### config.mk
export PLATFORM = sky130hd
export DESIGN_NAME = shift_pipe
export DESIGN_NICKNAME = d
export VERILOG_FILES = /design/src/rtl/shift_pipe_pkg.sv /design/src/rtl/shift_pipe_shift_core.sv /design/src/rtl/shift_pipe.sv
export SDC_FILE = /design/constraint.sdc
export NUM_CORES = 1
export LEC_CHECK = 0
export CAP_MARGIN = 20
export CORE_UTILIZATION = 54
export CTS_CLUSTER_DIAMETER = 40
export DETAILED_ROUTE_END_ITERATION = 8
export GPL_ROUTABILITY_DRIVEN = 0
export PLACE_DENSITY = 0.81
export RECOVER_POWER = 50
export SETUP_SLACK_MARGIN = 0.05
export SLEW_MARGIN = 20
export SYNTH_ARGS = -nofsm -noshare
export SYNTH_HDL_FRONTEND = slang
export SYNTH_SLANG_ARGS = --single-unit
export TNS_END_PERCENT = 50
### constraint.sdc
create_clock -name clk -period 3.85 [get_ports clk]
set_input_delay 0.77 -clock clk [delete_from_list [all_inputs] [get_ports clk]]
set_output_delay 0.77 -clock clk [all_outputs]
set_load 0.01 [all_outputs]
### src/rtl/shift_pipe_pkg.sv
// shift_pipe_pkg: shared opcode encodings and default widths for the
// shift/rotate execution unit.
//   OP_ROL / OP_SLL / OP_ROR / OP_SRL : 2-bit operation select values
//   N_DEF / C_DEF / T_DEF             : default data, count and tag widths
package shift_pipe_pkg;

    localparam int N_DEF = 16;  // data width (power of two)
    localparam int C_DEF = 4;   // count width, log2(N_DEF)
    localparam int T_DEF = 3;   // destination tag width

    // op[1] selects the right-moving family, op[0] selects shift (vs rotate)
    localparam logic [1:0] OP_ROL = 2'b00;
    localparam logic [1:0] OP_SLL = 2'b01;
    localparam logic [1:0] OP_ROR = 2'b10;
    localparam logic [1:0] OP_SRL = 2'b11;

endpackage

### src/rtl/shift_pipe_shift_core.sv
// shift_core: purely combinational shift/rotate datapath.
//   data   [N-1:0] operand
//   cnt    [C-1:0] shift/rotate amount, 0..N-1
//   op     [1:0]   ROL / SLL / ROR / SRL
//   result [N-1:0] shifted/rotated operand
// A single left rotator serves all four ops: right-moving ops rotate left by
// the two's-complement negated count, then shifts mask off the vacated bits.
module shift_core
    import shift_pipe_pkg::*;
#(
    parameter int N = N_DEF,
    parameter int C = C_DEF
) (
    input  logic [N-1:0] data,
    input  logic [C-1:0] cnt,
    input  logic [1:0]   op,
    output logic [N-1:0] result
);

    localparam logic [N-1:0] ONES = '1;

    logic [C-1:0]   lcnt;
    logic [2*N-1:0] dbl;
    logic [N-1:0]   rot;

    always_comb begin
        // (N - cnt) mod N falls out of C-bit negation; cnt=0 stays 0
        lcnt   = op[1] ? (~cnt + C'(1)) : cnt;
        // upper half of the doubled operand shifted left is the left rotation
        dbl    = {data, data} << lcnt;
        rot    = dbl[2*N-1:N];
        result = rot;
        case (op)
            OP_SLL:  result = rot & (ONES << cnt);
            OP_SRL:  result = rot & (ONES >> cnt);
            default: result = rot;
        endcase
    end

endmodule

### src/rtl/shift_pipe.sv
// shift_pipe: two-stage pipelined shift/rotate unit with valid/ready
// handshakes on both sides and a flush that kills everything in flight.
//   clk, rst                 rising-edge clock, async active-high reset
//   in_valid/in_ready        upstream handshake
//   in_data/in_cnt/in_op/in_tag  operand, amount, op select, destination tag
//   flush                    drop both stages (and any same-cycle input)
//   out_valid/out_ready      downstream handshake
//   out_data/out_tag/out_zero    result, its tag, result==0 flag
// Stage 1 registers the request; shift_core sits between stage 1 and
// stage 2; out_* come straight from the stage-2 registers.
module shift_pipe
    import shift_pipe_pkg::*;
#(
    parameter int N = N_DEF,
    parameter int C = C_DEF,
    parameter int T = T_DEF
) (
    input  logic         clk,
    input  logic         rst,
    input  logic         in_valid,
    output logic         in_ready,
    input  logic [N-1:0] in_data,
    input  logic [C-1:0] in_cnt,
    input  logic [1:0]   in_op,
    input  logic [T-1:0] in_tag,
    input  logic         flush,
    output logic         out_valid,
    input  logic         out_ready,
    output logic [N-1:0] out_data,
    output logic [T-1:0] out_tag,
    output logic         out_zero
);

    // stage 1
    logic         s1_valid_q, s1_valid_d;
    logic [N-1:0] s1_data_q,  s1_data_d;
    logic [C-1:0] s1_cnt_q,   s1_cnt_d;
    logic [1:0]   s1_op_q,    s1_op_d;
    logic [T-1:0] s1_tag_q,   s1_tag_d;
    // stage 2
    logic         s2_valid_q, s2_valid_d;
    logic [N-1:0] s2_data_q,  s2_data_d;
    logic [T-1:0] s2_tag_q,   s2_tag_d;
    logic         s2_zero_q,  s2_zero_d;

    logic         adv1, adv2;
    logic [N-1:0] core_result;

    shift_core #(.N(N), .C(C)) u_core (
        .data   (s1_data_q),
        .cnt    (s1_cnt_q),
        .op     (s1_op_q),
        .result (core_result)
    );

    // A stage may load when it is empty or its occupant moves on this edge.
    // Flush is deliberately left out of the advance terms so in_ready never
    // depends on it; flush only clears the valid bits.
    always_comb begin
        adv2 = !s2_valid_q || out_ready;
        adv1 = !s1_valid_q || adv2;
    end

    assign in_ready = adv1;

    always_comb begin
        s1_valid_d = s1_valid_q;
        s1_data_d  = s1_data_q;
        s1_cnt_d   = s1_cnt_q;
        s1_op_d    = s1_op_q;
        s1_tag_d   = s1_tag_q;
        s2_valid_d = s2_valid_q;
        s2_data_d  = s2_data_q;
        s2_tag_d   = s2_tag_q;
        s2_zero_d  = s2_zero_q;

        if (adv1) begin
            s1_valid_d = in_valid;
            s1_data_d  = in_data;
            s1_cnt_d   = in_cnt;
            s1_op_d    = in_op;
            s1_tag_d   = in_tag;
        end
        if (adv2) begin
            s2_valid_d = s1_valid_q;
            s2_data_d  = core_result;
            s2_tag_d   = s1_tag_q;
            s2_zero_d  = (core_result == '0);
        end
        // stale payload is harmless once the valid bits are cleared
        if (flush) begin
            s1_valid_d = 1'b0;
            s2_valid_d = 1'b0;
        end
    end

    always_ff @(posedge clk or posedge rst) begin
        if (rst) begin
            s1_valid_q <= 1'b0;
            s1_data_q  <= '0;
            s1_cnt_q   <= '0;
            s1_op_q    <= '0;
            s1_tag_q   <= '0;
            s2_valid_q <= 1'b0;
            s2_data_q  <= '0;
            s2_tag_q   <= '0;
            s2_zero_q  <= 1'b0;
        end else begin
            s1_valid_q <= s1_valid_d;
            s1_data_q  <= s1_data_d;
            s1_cnt_q   <= s1_cnt_d;
            s1_op_q    <= s1_op_d;
            s1_tag_q   <= s1_tag_d;
            s2_valid_q <= s2_valid_d;
            s2_data_q  <= s2_data_d;
            s2_tag_q   <= s2_tag_d;
            s2_zero_q  <= s2_zero_d;
        end
    end

    assign out_valid = s2_valid_q;
    assign out_data  = s2_data_q;
    assign out_tag   = s2_tag_q;
    assign out_zero  = s2_zero_q;

endmodule

==> run_results.csv <==
group,metric,value,unit
run_status,status,"finished with violations",
run_status,violations,"capacitance limit, slew limit",
die,start_util,56.57,%
die,dieArea,6113,sq um
worst_setup_path,start_kind,"flip-flop",
worst_setup_path,worstPathArrival,3.69,ns
worst_setup_path,r2r_end,"out_zero",
flow_run,cap_viol_max_count,2,
yosys,ys_seq_elements,47,
worst_setup_path,r2r_slack,0.39,ns
yosys,yosysMostFrequentCell,"nand2_1",
worst_setup_path,critical-path-top-delay-family,"multiplexers",
route,wl_per_cell,16.49,um
timing,setup_viol_count_final,0,
layout,area_delta_synth_final,19.52,%
yosys,synth-seq-area-share,37.52,%
route,route.detailed.drc,0,
pwr,p_total,0.001377,W
place,port_buffers,51,
worst_setup_path,critical_path.max_fanout,11,
global_route,antenna_found_initial,0,
layout,final_util,67.62,%
hold_path,min-delay-start,"out_data[10]",
clocking,path_clk_slew,0.08,ns
layout,drive_above_1_share,16.08,%
yosys,async_flop_share,100.0,%
clocking,clk_latency,0.30,ns
global_route,grt_pass1_wl,11490,um
timing,period_share,89.76,%
route,drt-vias-per-instance,6.010,
layout,fin_nets,375,
timing,worst_clock_skew,0.002830,ns
yosys,synthesis.nets,330,
timing,grt_setup_unrepaired,"no",
die,num_rows,27,
global_route,track_usage,24.32,%
pwr,vdd_drop_max,219.3,uV
clocking,cts_tree,"yes",
worst_setup_path,path_class,"flip-flop to flip-flop",
place,dp_hpwl,5166,um
yosys,synth_common_cells,"50 x nand2_1, 47 x dfrtp_1, 30 x mux2_2, 23 x mux2i_1, 18 x o21ai_0",
die,die_h,78.19,um
route,wl,6827,um
timing,drv_slew,34,
yosys,synth_edf_count,0,
timing,fin_tns_setup,0,ns
clocking,htreeDepth,2,
hold_path,hp-class,"flip-flop to flip-flop",
clocking,cts_resized,0,
die,die_w,78.19,um
clocking,cts_root_buf,"clkbuf_8",
hold_path,min_path_cells,2,
yosys,synthCells,296,
clocking,cts_sinks,47,
clocking,numCtsBuffers,5,
pwr,p_leak,1.622,nW
global_route,grt-ovfl-total,0,
timing,slew_headroom,-12.75,%
worst_setup_path,worst-path-buf-inv,2,
yosys,yosysTopAreaCell,"dfrtp_1",
timing,min_period,3.456,ns
timing,fmax,0.2894,GHz
route,vias,2488,
yosys,synth_top_area_share,37.52,%
timing,worst_pin_slew,1.691,ns
worst_setup_path,crit_path_top_delay_cell,"dfrtp_1",
yosys,syn-cell-area,3134,sq um
worst_setup_path,reg2reg_depth,11,
worst_setup_path,crit_chain,"inv_1, ha_1, ha_1, mux2i_4, buf_4, mux4_2, mux4_2, a22o_1, or3_1, nand4bb_1, o21ai_1",
global_route,grt_pass1_vias,2419,
worst_setup_path,cp-end-kind,"flip-flop",
worst_setup_path,critPathRequiredTime,4.08,ns
die,num_io_pins,52,
route,ant_nets,0,
worst_setup_path,cpPeakStageDelay,0.55,ns
layout,antenna_cells,0,
hold_path,holdPathEnd,"out_data[10]",
yosys,synth_cell_type_count,44,
route,drt_iter0_drc,179,
worst_setup_path,worstReg2RegStart,"s1_cnt_q[1]",
clocking,cts_max_path_buffers,2,
die,core,5540,sq um
yosys,synthTopCellsByArea,"dfrtp_1 38%, mux2_2 11%, mux2i_1 7.3%",
clocking,holdBufCountCts,0,
yosys,synth_flop_cell,"dfrtp_1",
yosys,yosysWarnings,0,
timing,hold_violations,0,
clocking,post_cts_buffers,0,
global_route,grt_max_degree,48,
yosys,synth_area_per_cell,10.59,sq um
route,dr.pass1.iters,4,
pwr,powerDensity,367.6,nW/um^2
## worst register-to-register path, stage by stage (launching register included)
cell,delay [ns]
dfrtp_1,0.55
inv_1,0.11
ha_1,0.21
ha_1,0.31
mux2i_4,0.28
buf_4,0.26
mux4_2,0.35
mux4_2,0.49
a22o_1,0.23
or3_1,0.29
nand4bb_1,0.19
o21ai_1,0.13
## through the flow
stage                     setup slack [ns]  area [sq um]  cells  hold slack (ns)
final                               0.3942          3746    414           0.4724
after global routing                0.1554          3746    414           0.5001
after CTS                           0.3693          3750    413           0.4773
after detailed placement            0.3605          3669    405           0.4586
after global placement              0.4703          3669    405           0.4494
after floorplan                     0.5376          3134    296           0.4766
## area by class of cell
type	count	area, sq um
clock buffer	7	76.32
timing repair buffer	58	551.8
tap	72	90.09
sequential	47	1176
multi-input combinational	222	1821
clock inverter	1	5.005
inverter	7	26.28
fill	456	1794
## worst max path at each step
stage / startpoint / to / cells after the start
final: s1_cnt_q[1] / out_zero / 11
after global routing: s1_cnt_q[1] / out_zero / 11
after CTS: s1_cnt_q[1] / out_zero / 11
after detailed placement: s1_cnt_q[1] / out_zero / 11
after global placement: s1_cnt_q[1] / out_zero / 11
after floorplan: s1_cnt_q[1] / out_zero / 11
## state kept, by name, indices dropped and copies added, names as in the netlist
name / count
out_data: 16
s1_cnt_q: 4
s1_data_q: 16
s1_op_q: 2
out_tag: 3
s1_valid_q: 1
out_zero: 1
s1_tag_q: 3
out_valid: 1
## layout by cell type, fill, tap and decap left out, types with 2 or more instances in the layout
cell type / netlist / final
nand2_1: 50 / 50
clkdlybuf4s50_1: 0 / 47
dfrtp_1: 47 / 47
mux2_2: 30 / 30
mux2i_1: 23 / 23
o21ai_0: 18 / 18
nor2_1: 15 / 15
a21oi_1: 14 / 14
nand3_1: 10 / 10
mux4_2: 8 / 8
mux4_1: 8 / 8
inv_1: 5 / 5
o21ai_1: 5 / 5
clkbuf_8: 0 / 5
clkbuf_1: 11 / 5
a31oi_1: 4 / 4
ha_1: 4 / 4
dlygate4sd3_1: 0 / 4
buf_4: 0 / 4
and2_1: 3 / 3
inv_2: 2 / 2
a21o_1: 2 / 2
and3_1: 2 / 2
o22ai_1: 2 / 2
or3_1: 2 / 2
a221oi_1: 2 / 2
a22oi_1: 2 / 2
a22o_1: 2 / 2
## cell families after synthesis
family / Yosys count / share of synthesized area (%)
mux: 70 / 31.30
buf+inv: 27 / 4.391
flops: 47 / 37.53
compound gates: 59 / 11.78
fa+ha+maj: 4 / 1.597
xor+xnor: 2 / 1.397
simple gates: 87 / 12.02
## layer usage
layer | vias to the layer above | wire length (um) | track usage (%)
li1 | 1174 | - | -
met1 | 1199 | 2939 | 31.26
met2 | 95 | 3257 | 39.74
met3 | 20 | 366 | 4.302
met4 | 0 | 265 | 11.85
met5 | - | 0 | 0
## power breakdown
| group | switching [W] | leakage (nW) | internal [W] | total (W) |
|---|---|---|---|---|
| logic | 0.000226 | 1.02 | 0.000262 | 0.000488 |
| clock network | 0.000159 | 0.0422 | 0.000128 | 0.000286 |
| registers | 0.0000512 | 0.563 | 0.000551 | 0.000603 |
No activity file was read; power rests on OpenSTA's default activity.
